### src/rtl/run_stream_gen_if.sv
// Command handshake for run_stream_gen: one (bit, length) command per accepted transfer.
interface run_stream_gen_if #(
  parameter int unsigned LEN_W = 4
);
  logic             in_valid;
  logic             in_ready;
  logic             in_bit;
  logic [LEN_W-1:0] in_len;

  modport master (
    output in_valid,
    output in_bit,
    output in_len,
    input  in_ready
  );

  modport slave (
    input  in_valid,
    input  in_bit,
    input  in_len,
    output in_ready
  );
endinterface

### src/rtl/run_stream_gen.sv
// Run-length serializer: turns (bit, length) commands into a cen-qualified bit stream,
// with a one-deep pending slot so consecutive runs stream without a gap.
module run_stream_gen #(
  parameter int unsigned LEN_W = 4
) (
  input  logic           clk,
  input  logic           resetn,
  run_stream_gen_if.slave cmd,
  input  logic           hold,
  output logic           dout,
  output logic           cen,
  output logic           last,
  output logic           busy
);

  typedef enum logic [0:0] {StIdle, StEmit} state_e;

  state_e           r_state, w_state_nxt;
  logic             r_cur_bit, w_cur_bit_nxt;
  logic [LEN_W-1:0] r_cnt, w_cnt_nxt;
  logic             r_pend_valid, w_pend_valid_nxt;
  logic             r_pend_bit, w_pend_bit_nxt;
  logic [LEN_W-1:0] r_pend_len, w_pend_len_nxt;
  logic             r_dout, w_dout_nxt;
  logic             r_cen, w_cen_nxt;
  logic             r_last, w_last_nxt;

  logic w_take;
  logic w_cnt_one;

  assign cmd.in_ready = !r_pend_valid;
  assign busy         = (r_state == StEmit) || r_pend_valid;
  assign dout         = r_dout;
  assign cen          = r_cen;
  assign last         = r_last;

  // Zero-length commands complete the handshake but are otherwise ignored.
  assign w_take    = cmd.in_valid && !r_pend_valid && (cmd.in_len != '0);
  assign w_cnt_one = (r_cnt == LEN_W'(1));

  always_comb begin
    w_state_nxt      = r_state;
    w_cur_bit_nxt    = r_cur_bit;
    w_cnt_nxt        = r_cnt;
    w_pend_valid_nxt = r_pend_valid;
    w_pend_bit_nxt   = r_pend_bit;
    w_pend_len_nxt   = r_pend_len;
    w_dout_nxt       = r_dout;
    w_cen_nxt        = 1'b0;
    w_last_nxt       = 1'b0;

    unique case (r_state)
      StIdle: begin
        if (w_take) begin
          w_cur_bit_nxt = cmd.in_bit;
          w_cnt_nxt     = cmd.in_len;
          w_state_nxt   = StEmit;
        end
      end
      StEmit: begin
        if (!hold) begin
          w_cen_nxt  = 1'b1;
          w_dout_nxt = r_cur_bit;
          w_last_nxt = w_cnt_one;
          w_cnt_nxt  = r_cnt - 1'b1;
        end
        if (!hold && w_cnt_one) begin
          // Finishing edge: pending command first, then a same-edge accept, else idle.
          if (r_pend_valid) begin
            w_cur_bit_nxt    = r_pend_bit;
            w_cnt_nxt        = r_pend_len;
            w_pend_valid_nxt = 1'b0;
          end else if (w_take) begin
            w_cur_bit_nxt = cmd.in_bit;
            w_cnt_nxt     = cmd.in_len;
          end else begin
            w_state_nxt = StIdle;
          end
        end else if (w_take) begin
          w_pend_valid_nxt = 1'b1;
          w_pend_bit_nxt   = cmd.in_bit;
          w_pend_len_nxt   = cmd.in_len;
        end
      end
    endcase
  end

  always_ff @(posedge clk) begin
    if (!resetn) begin
      r_state      <= StIdle;
      r_cur_bit    <= 1'b0;
      r_cnt        <= '0;
      r_pend_valid <= 1'b0;
      r_pend_bit   <= 1'b0;
      r_pend_len   <= '0;
      r_dout       <= 1'b0;
      r_cen        <= 1'b0;
      r_last       <= 1'b0;
    end else begin
      r_state      <= w_state_nxt;
      r_cur_bit    <= w_cur_bit_nxt;
      r_cnt        <= w_cnt_nxt;
      r_pend_valid <= w_pend_valid_nxt;
      r_pend_bit   <= w_pend_bit_nxt;
      r_pend_len   <= w_pend_len_nxt;
      r_dout       <= w_dout_nxt;
      r_cen        <= w_cen_nxt;
      r_last       <= w_last_nxt;
    end
  end

endmodule
### src/flat_wrapper.sv
// flat-port wrapper written by rule: the top's interface ports become plain ports
module run_stream_gen_flat 
#(
  parameter int unsigned LEN_W = 4
)
  (clk, resetn, hold, dout, cen, last, busy, cmd_in_valid, cmd_in_bit, cmd_in_len, cmd_in_ready);
  run_stream_gen_if #(.LEN_W(LEN_W)) cmd_i ();
  input  logic clk;
  input  logic resetn;
  input  logic hold;
  output logic dout;
  output logic cen;
  output logic last;
  output logic busy;
  input wire logic [$bits(cmd_i.in_valid)-1:0] cmd_in_valid;
  input wire logic [$bits(cmd_i.in_bit)-1:0] cmd_in_bit;
  input wire logic [$bits(cmd_i.in_len)-1:0] cmd_in_len;
  output wire logic [$bits(cmd_i.in_ready)-1:0] cmd_in_ready;
  assign cmd_i.in_valid = cmd_in_valid;
  assign cmd_i.in_bit = cmd_in_bit;
  assign cmd_i.in_len = cmd_in_len;
  assign cmd_in_ready = cmd_i.in_ready;
  run_stream_gen #(.LEN_W(LEN_W)) u_core (.clk(clk), .resetn(resetn), .cmd(cmd_i), .hold(hold), .dout(dout), .cen(cen), .last(last), .busy(busy));
endmodule
### config.mk
export PLATFORM = sky130hd
export DESIGN_NAME = run_stream_gen_flat
export DESIGN_NICKNAME = d
export VERILOG_FILES = /design/src/rtl/run_stream_gen_if.sv /design/src/rtl/run_stream_gen.sv /design/src/flat_wrapper.sv
export SDC_FILE = /design/constraint.sdc
export NUM_CORES = 1
export LEC_CHECK = 0
export CELL_PAD_IN_SITES_DETAIL_PLACEMENT = 1
export CELL_PAD_IN_SITES_GLOBAL_PLACEMENT = 2
export CORE_MARGIN = 5
export CORE_UTILIZATION = 25
export CTS_CLUSTER_DIAMETER = 150
export DETAILED_ROUTE_END_ITERATION = 7
export GPL_TIMING_DRIVEN = 0
export MAX_ROUTING_LAYER = met4
export PLACE_DENSITY = 0.62
export RECOVER_POWER = 50
export SYNTH_ARGS = -nofsm -noshare
export SYNTH_HDL_FRONTEND = slang
export SYNTH_SLANG_ARGS = --single-unit
export TNS_END_PERCENT = 10
### constraint.sdc
create_clock -name clk -period 2.8 [get_ports clk]
set_input_delay 0.28 -clock clk [delete_from_list [all_inputs] [get_ports clk]]
set_output_delay 0.28 -clock clk [all_outputs]
set_load 0.005 [all_outputs]
==> impl_metrics.toml, run 1 <==
[synth]
asyncSetResetFlopFracSynth_pct = 0
warnings_synthesis = 0
synth_seq_area_share_pct = 36.8
synth.net_count = 107
synth-main-ff-cell = "dfxtp_1"
avgSynthCellArea_um2 = 8.51
synthesis.instances = 96
synth-seq-cells = 15
synthDistinctLibCells = 35
post_synth_instance_area_um2 = 817
synth_enable_flop_cells = 0

[finish]
fillers = 402
seq_area_um2 = 300
synthToLayoutAreaGrowth_pct = 25.7
multiInputGateArea_um2 = 463
share_of_layout_cells_above_drive_strength_1_pct = 3.54
insertedDiodeCount = 0
nets = 125

[critical_path]
worstSetupStartpointType = "register"
path_class = "reg -> reg"
r2r-end = "u_core.r_cnt[1]"
reg2reg_from = "u_core.r_cnt[0]"
cp_max_fo = 9
worst_setup_path_end_kind = "register"
slack_of_the_worst_reg_to_reg_path_ps = 520
crit_required_ps = 2970
r2r_cells = 6
critical_path_arrival_ps = 2440

[worst_hold_path]
min_path_cells = 2
min_delay_worst_endpoint = "u_core.r_cur_bit"
hold_path.startpoint = "u_core.r_cur_bit"
min-delay-path-class = "reg -> reg"

[clock_network]
hold_buffers = 0
cts-root-to-sink-buffers = 2
cts.root.buffer_cell = "clkbuf_4"
cts.sink_count = 15
clkLatencyLatePin_ps = 290
ctsHtreeMaxLevel = 1
tritoncts_clock_tree = "yes"
clock_transition_time_at_the_flip_flop_clock_pins_of_the_worst_setup_and_hold_paths_ps = 100
cts_buffers = 3
cts-resized-gates = 0
post_cts.repair.setup_buffers = 0

[power_and_ir_drop]
power_uw = 500
power_density_nw_per_um2 = 487
ir_drop_v = 0.000171
cellLeakagePower_uw = 0.000404

[placement]
detailed_place_hpwl_um = 1840
io_buffers = 13
finalWeightedCongestion = 0.722

[sta]
final.setup_skew_ps = 8.30
tns_setup_ps = 0
final_max_slew_viol_count = 0
grt_setup_unrepaired = "no"
measured_slew_at_the_worst_slew_check_pin_ps = 468
setup_viol = 0
timing.final.crit_period_ps = 2280
fmax_mhz = 439
fin_crit_sh_pct = 81.3
final_hold_viol_count = 0
timing.max_slew.rel_slack_pct = 68.8

[die]
dieHeight_um = 67.2
fp.dieArea_um2 = 4510
floorplan.core_area_um2 = 3100
floorplan.die.width_um = 67.2
starting_density_of_the_core_pct = 26.3
design.portCount = 14
floorplan.rows = 20

[detailed_routing]
detailroute.wirelength.met3_um = 65
ant_nets = 0
met1Wirelength_um = 1170
routed_wire_length_um = 2370
route.detailed.drc = 0
drtPass1Iterations = 4
top_signal_layer_used = "met4"
dr.first_iter.drc_count = 43
drt-wirelength-per-cell_um = 15.1
met2RoutedLength_um = 1110
vias_per_cell = 5.12
vias = 804

[global_route]
antenna_found_initial = 0
groute.usage.overall_pct = 11.9
grt_start_max_net_pins = 11
grt_pass1_vias = 817
grt_overflow = 0
grt_first_pass_wirelength_um = 3940

[status]
run_status = "completed"

[flow_run]
maxCapViolCount = 0
==> worst max-delay path: stages (launching register included) <==
cell and delay [ps]:
dfxtp_1 470, ha_1 250, or4b_1 460, clkbuf_1 230
a221o_1 410, o31ai_1 240, a21oi_1 100
==> power by group <==
part / switching [uW] / internal [uW]
logic: 66.7 / 57.7
registers: 17.2 / 229
clock network: 74.8 / 55.3
==> worst max-delay path by stage <==
stage | startpoint | cells past startpoint | end
6_report | u_core.r_cnt[0] | 6 | u_core.r_cnt[1]
5_1_grt | u_core.r_cnt[0] | 6 | u_core.r_cnt[1]
4_1_cts | u_core.r_cnt[0] | 6 | u_core.r_cnt[1]
3_5_place_dp | hold | 6 | u_core.r_cnt[1]
3_3_place_gp | hold | 6 | u_core.r_cnt[1]
2_1_floorplan | u_core.r_cnt[0] | 6 | u_core.r_cnt[1]
==> logic make-up (layout without fill, tap and decap cells) <==
group | count (synthesis) | count (layout) | synth area share, %
xor gates and xnor gates | 2 | 2 | 2.14
and+or+nand+nor | 27 | 27 | 17.6
DFF | 15 | 15 | 36.8
buffers and inverters | 14 | 31 | 6.58
AOI/OAI and AO/OA | 31 | 31 | 27.7
adders and majority gates | 2 | 2 | 3.06
muxes | 5 | 5 | 6.13
==> synth_stat cells (all sizes together), types with 4 or more instances <==
library cell,count,area share [%]
dfxtp,15,37
inv,8,3.7
nor2,7,3.2
o21ai,7,4.3
a21oi,6,3.7
clkbuf,5,2.3
mux2i,5,6.1
nand2,5,2.3
a221o,4,4.9
nor3,4,2.5
==> sequential cells by signal, indices dropped and copies added (netlist names) <==
name,count
u_core.r_cnt,4
u_core.r_pend_len,4
u_core.cen,1
u_core.dout,1
u_core.last,1
u_core.r_cur_bit,1
u_core.r_pend_bit,1
u_core.r_pend_valid,1
u_core.r_state,1
==> per-layer routing <==
| layer | vias to the layer above | global-route usage (%) |
|---|---|---|
| met2 | 10 | 19.5 |
| met1 | 391 | 14.6 |
| li1 | 399 | - |
| met4 | 0 | 3.80 |
| met3 | 4 | 2.66 |
| met5 | - | - |
==> cell usage in the layout (no fill, tap or decap), types with 3 or more instances in the layout <==
cell type        instances
clkdlybuf4s50_1          7
a221o_1                  4
dfxtp_1                 15
o21ai_0                  7
nor2_1                   7
clkbuf_1                 7
clkbuf_4                 3
a21oi_1                  6
inv_1                    8
dlygate4sd3_1            6
nand2_1                  5
mux2i_1                  5
nor3_1                   4
==> per-stage QoR <==
stage	util [%]	setup slack, ps	std cells	hold slack [ps]	area (um2)
floorplan	-	841	96	424	817
global placement	32.3	559	153	464	1000
detailed placement	32.3	564	153	469	1000
CTS	33.1	578	157	481	1030
global route	33.1	376	157	492	1030
finish	33.1	524	157	479	1030
==> layout make-up <==
class                   instances  area share, %
repair buffers                 13           12.7
plain buffers                   6           2.19
inverters                       8           2.92
flip-flops and latches         15           29.2
well taps                      44           5.36
clock buffers                   4           2.56
multi-input cells              67           45.1
No activity file was read; power rests on OpenSTA's default activity.
==> run 2, diff against run 1 <==
--- a/config.mk
+++ b/config.mk
@@ -13,7 +13,7 @@
 export DETAILED_ROUTE_END_ITERATION = 7
 export GPL_TIMING_DRIVEN = 0
 export MAX_ROUTING_LAYER = met4
-export PLACE_DENSITY = 0.62
+export PLACE_DENSITY = 0.65
 export RECOVER_POWER = 50
 export SYNTH_ARGS = -nofsm -noshare
 export SYNTH_HDL_FRONTEND = slang
==> constraint.sdc (replaced) <==
create_clock -name clk -period 2 [get_ports clk]
set_input_delay 0.2 -clock clk [delete_from_list [all_inputs] [get_ports clk]]
set_output_delay 0.2 -clock clk [all_outputs]
set_load 0.005 [all_outputs]
==> impl_metrics.toml, run 2 (synthesis gave the netlist of run 1 again) <==
[finish]
most-common-layout-cells = "dfxtp_1 (13), clkdlybuf4s50_1 (10), inv_1 (7), nor2_1 (7)"
synthToLayoutAreaGrowth_pct = 31.1
nets = 126
multiInputGateArea_um2 = 484
finalInstanceArea_um2 = 1070
fillers = 393
insertedDiodeCount = 0
share_of_layout_cells_above_drive_strength_1_pct = 12.3
reg.largest.list = "u_core.r_cnt: 4 flops, u_core.r_pend_len: 4 flops"
seq_area_um2 = 305
most_common_library_cell_in_the_layout_ignoring_fill_and_taps = "dfxtp_1"

[detailed_routing]
routed_wire_length_um = 2270
vias_per_cell = 5.12
ant_nets = 0
drtPass1Iterations = 4
drt-wirelength-per-cell_um = 14.3
vias = 809
dr.first_iter.drc_count = 27
route.detailed.drc = 0

[clock_network]
cts.root.buffer_cell = "clkbuf_4"
cts-root-to-sink-buffers = 2
clock_transition_time_at_the_flip_flop_clock_pins_of_the_worst_setup_and_hold_paths_ps = 100
cts_buffers = 3
ctsHtreeMaxLevel = 1
cts.sink_count = 15
tritoncts_clock_tree = "yes"
clkLatencyLatePin_ps = 290

[global_route]
antenna_found_initial = 0
grt_start_max_net_pins = 11
grt_overflow = 0
global_route.usage.met3_pct = 2.50
grt_pass1_vias = 819
grt_first_pass_wirelength_um = 3910
groute.usage.overall_pct = 11.8
global_routing_usage_on_met2_pct = 17.5
busiest_layer = "met2"
globalRouteMet1Util_pct = 15.7

[sta]
fin_crit_sh_pct = 96.0
grt_setup_unrepaired = "yes"
timing.max_slew.rel_slack_pct = 70.0
final_max_slew_viol_count = 0
timing.final.crit_period_ps = 1920
measured_slew_at_the_worst_slew_check_pin_ps = 446
setup_viol = 0
final.setup_skew_ps = 5.25
fmax_mhz = 521
final_hold_viol_count = 0
fin_worst_hold_slack_ps = 479

[worst_hold_path]
min-delay-path-class = "reg -> reg"

[power_and_ir_drop]
net-switching-power_uw = 228
comb_power_share_pct = 26.7
cellLeakagePower_uw = 0.000424
internal_power_uw = 487
power_density_nw_per_um2 = 668
ir_drop_v = 0.000307
power.switching_fraction_pct = 31.9
sequential_cell_fraction_of_total_power_pct = 48.2
pwr-share-clk_pct = 25.2

[critical_path]
worstSetupStartpointType = "register"
worst_setup_path_end_kind = "register"
crit_required_ps = 2170
path_class = "reg -> reg"
cp_max_fo = 9
critical_path_arrival_ps = 2090
slack_of_the_worst_reg_to_reg_path_ps = 80

[flow_run]
maxCapViolCount = 0

[placement]
dpl_cell_area_um2 = 1000
finalWeightedCongestion = 0.717
io_buffers = 13
detailed_place_hpwl_um = 1740

[die]
floorplan.core_area_um2 = 3100
design.portCount = 14
floorplan.die.width_um = 67.2
floorplan.rows = 20
fp.dieArea_um2 = 4510
dieHeight_um = 67.2
starting_density_of_the_core_pct = 26.3

[status]
run_status = "completed"
## run 2: changes by cell type in the layout (fill, tap and decap cells not counted), moves of 2 or more
cell | previous run | this run
clkdlybuf4s50_1 | 7 | 10
dlygate4sd3_1 | 6 | 3
clkbuf_1 | 7 | 4
dfxtp_1 | 15 | 13
## run 2: power groups by stage
stage | clock network, uW | registers [uW] | logic [uW]
after global routing | 209 | 349 | 215
final | 180 | 344 | 191
after floorplan | 0 | 343 | 114
after CTS | 189 | 345 | 189
after global placement | 0 | 350 | 174
after detailed placement | 0 | 351 | 176
## run 2: through the flow
| stage | util (%) | setup slack (ps) | TNS (ps) | power, uW | std cells |
|---|---|---|---|---|---|
| 6_report | 34.5 | 80.7 | 0 | 715 | 158 |
| 5_1_grt | 34.5 | -18.2 | -18.2 | 772 | 158 |
| 4_1_cts | 34.3 | 25.6 | 0 | 723 | 158 |
| 3_5_place_dp | 32.3 | -190 | -540 | 527 | 153 |
| 3_3_place_gp | 32.3 | -185 | -540 | 524 | 153 |
| 2_1_floorplan | - | 41.0 | 0 | 457 | 96 |
## run 2: final timing paths
path                    startpoint          endpoint  cells past startpoint
hold reg to reg   u_core.r_cur_bit  u_core.r_cur_bit                      2
hold / removal    u_core.r_cur_bit  u_core.r_cur_bit                      2
setup / recovery   u_core.r_cnt[1]   u_core.r_cnt[1]                      7
setup reg to reg   u_core.r_cnt[1]   u_core.r_cnt[1]                      7
## run 2: cell type report
| cell class | instances | area share (%) |
|---|---|---|
| buffer | 6 | 2.92 |
| timing repair buffer | 14 | 12.9 |
| sequential | 15 | 28.5 |
| multi-input combinational | 67 | 45.2 |
| tap | 44 | 5.14 |
| clock inverter | 1 | 0.467 |
| clock buffer | 3 | 2.10 |
| inverter | 8 | 2.80 |
## run 2: critical path: stages, from the launching register on
cell and delay [ps]:
dfxtp_2 340, inv_2 90, ha_4 140, or4b_4 460, buf_6 150, a221o_1 350
o31ai_2 180, a21oi_1 80
## run 2: what timing repair did
action,4_1_cts,5_1_grt
buffers inserted,1,0
cloned,0,0
pin swaps,1,2
hold buffers,0,0
gates resized for setup,9,4
setup endpoints to repair,6,2
## run 2: layer usage
layer | vias to the layer above | wire (um)
met5 | - | 0
met4 | 0 | 40
met3 | 6 | 45
met2 | 11 | 1020
met1 | 391 | 1160
li1 | 401 | -
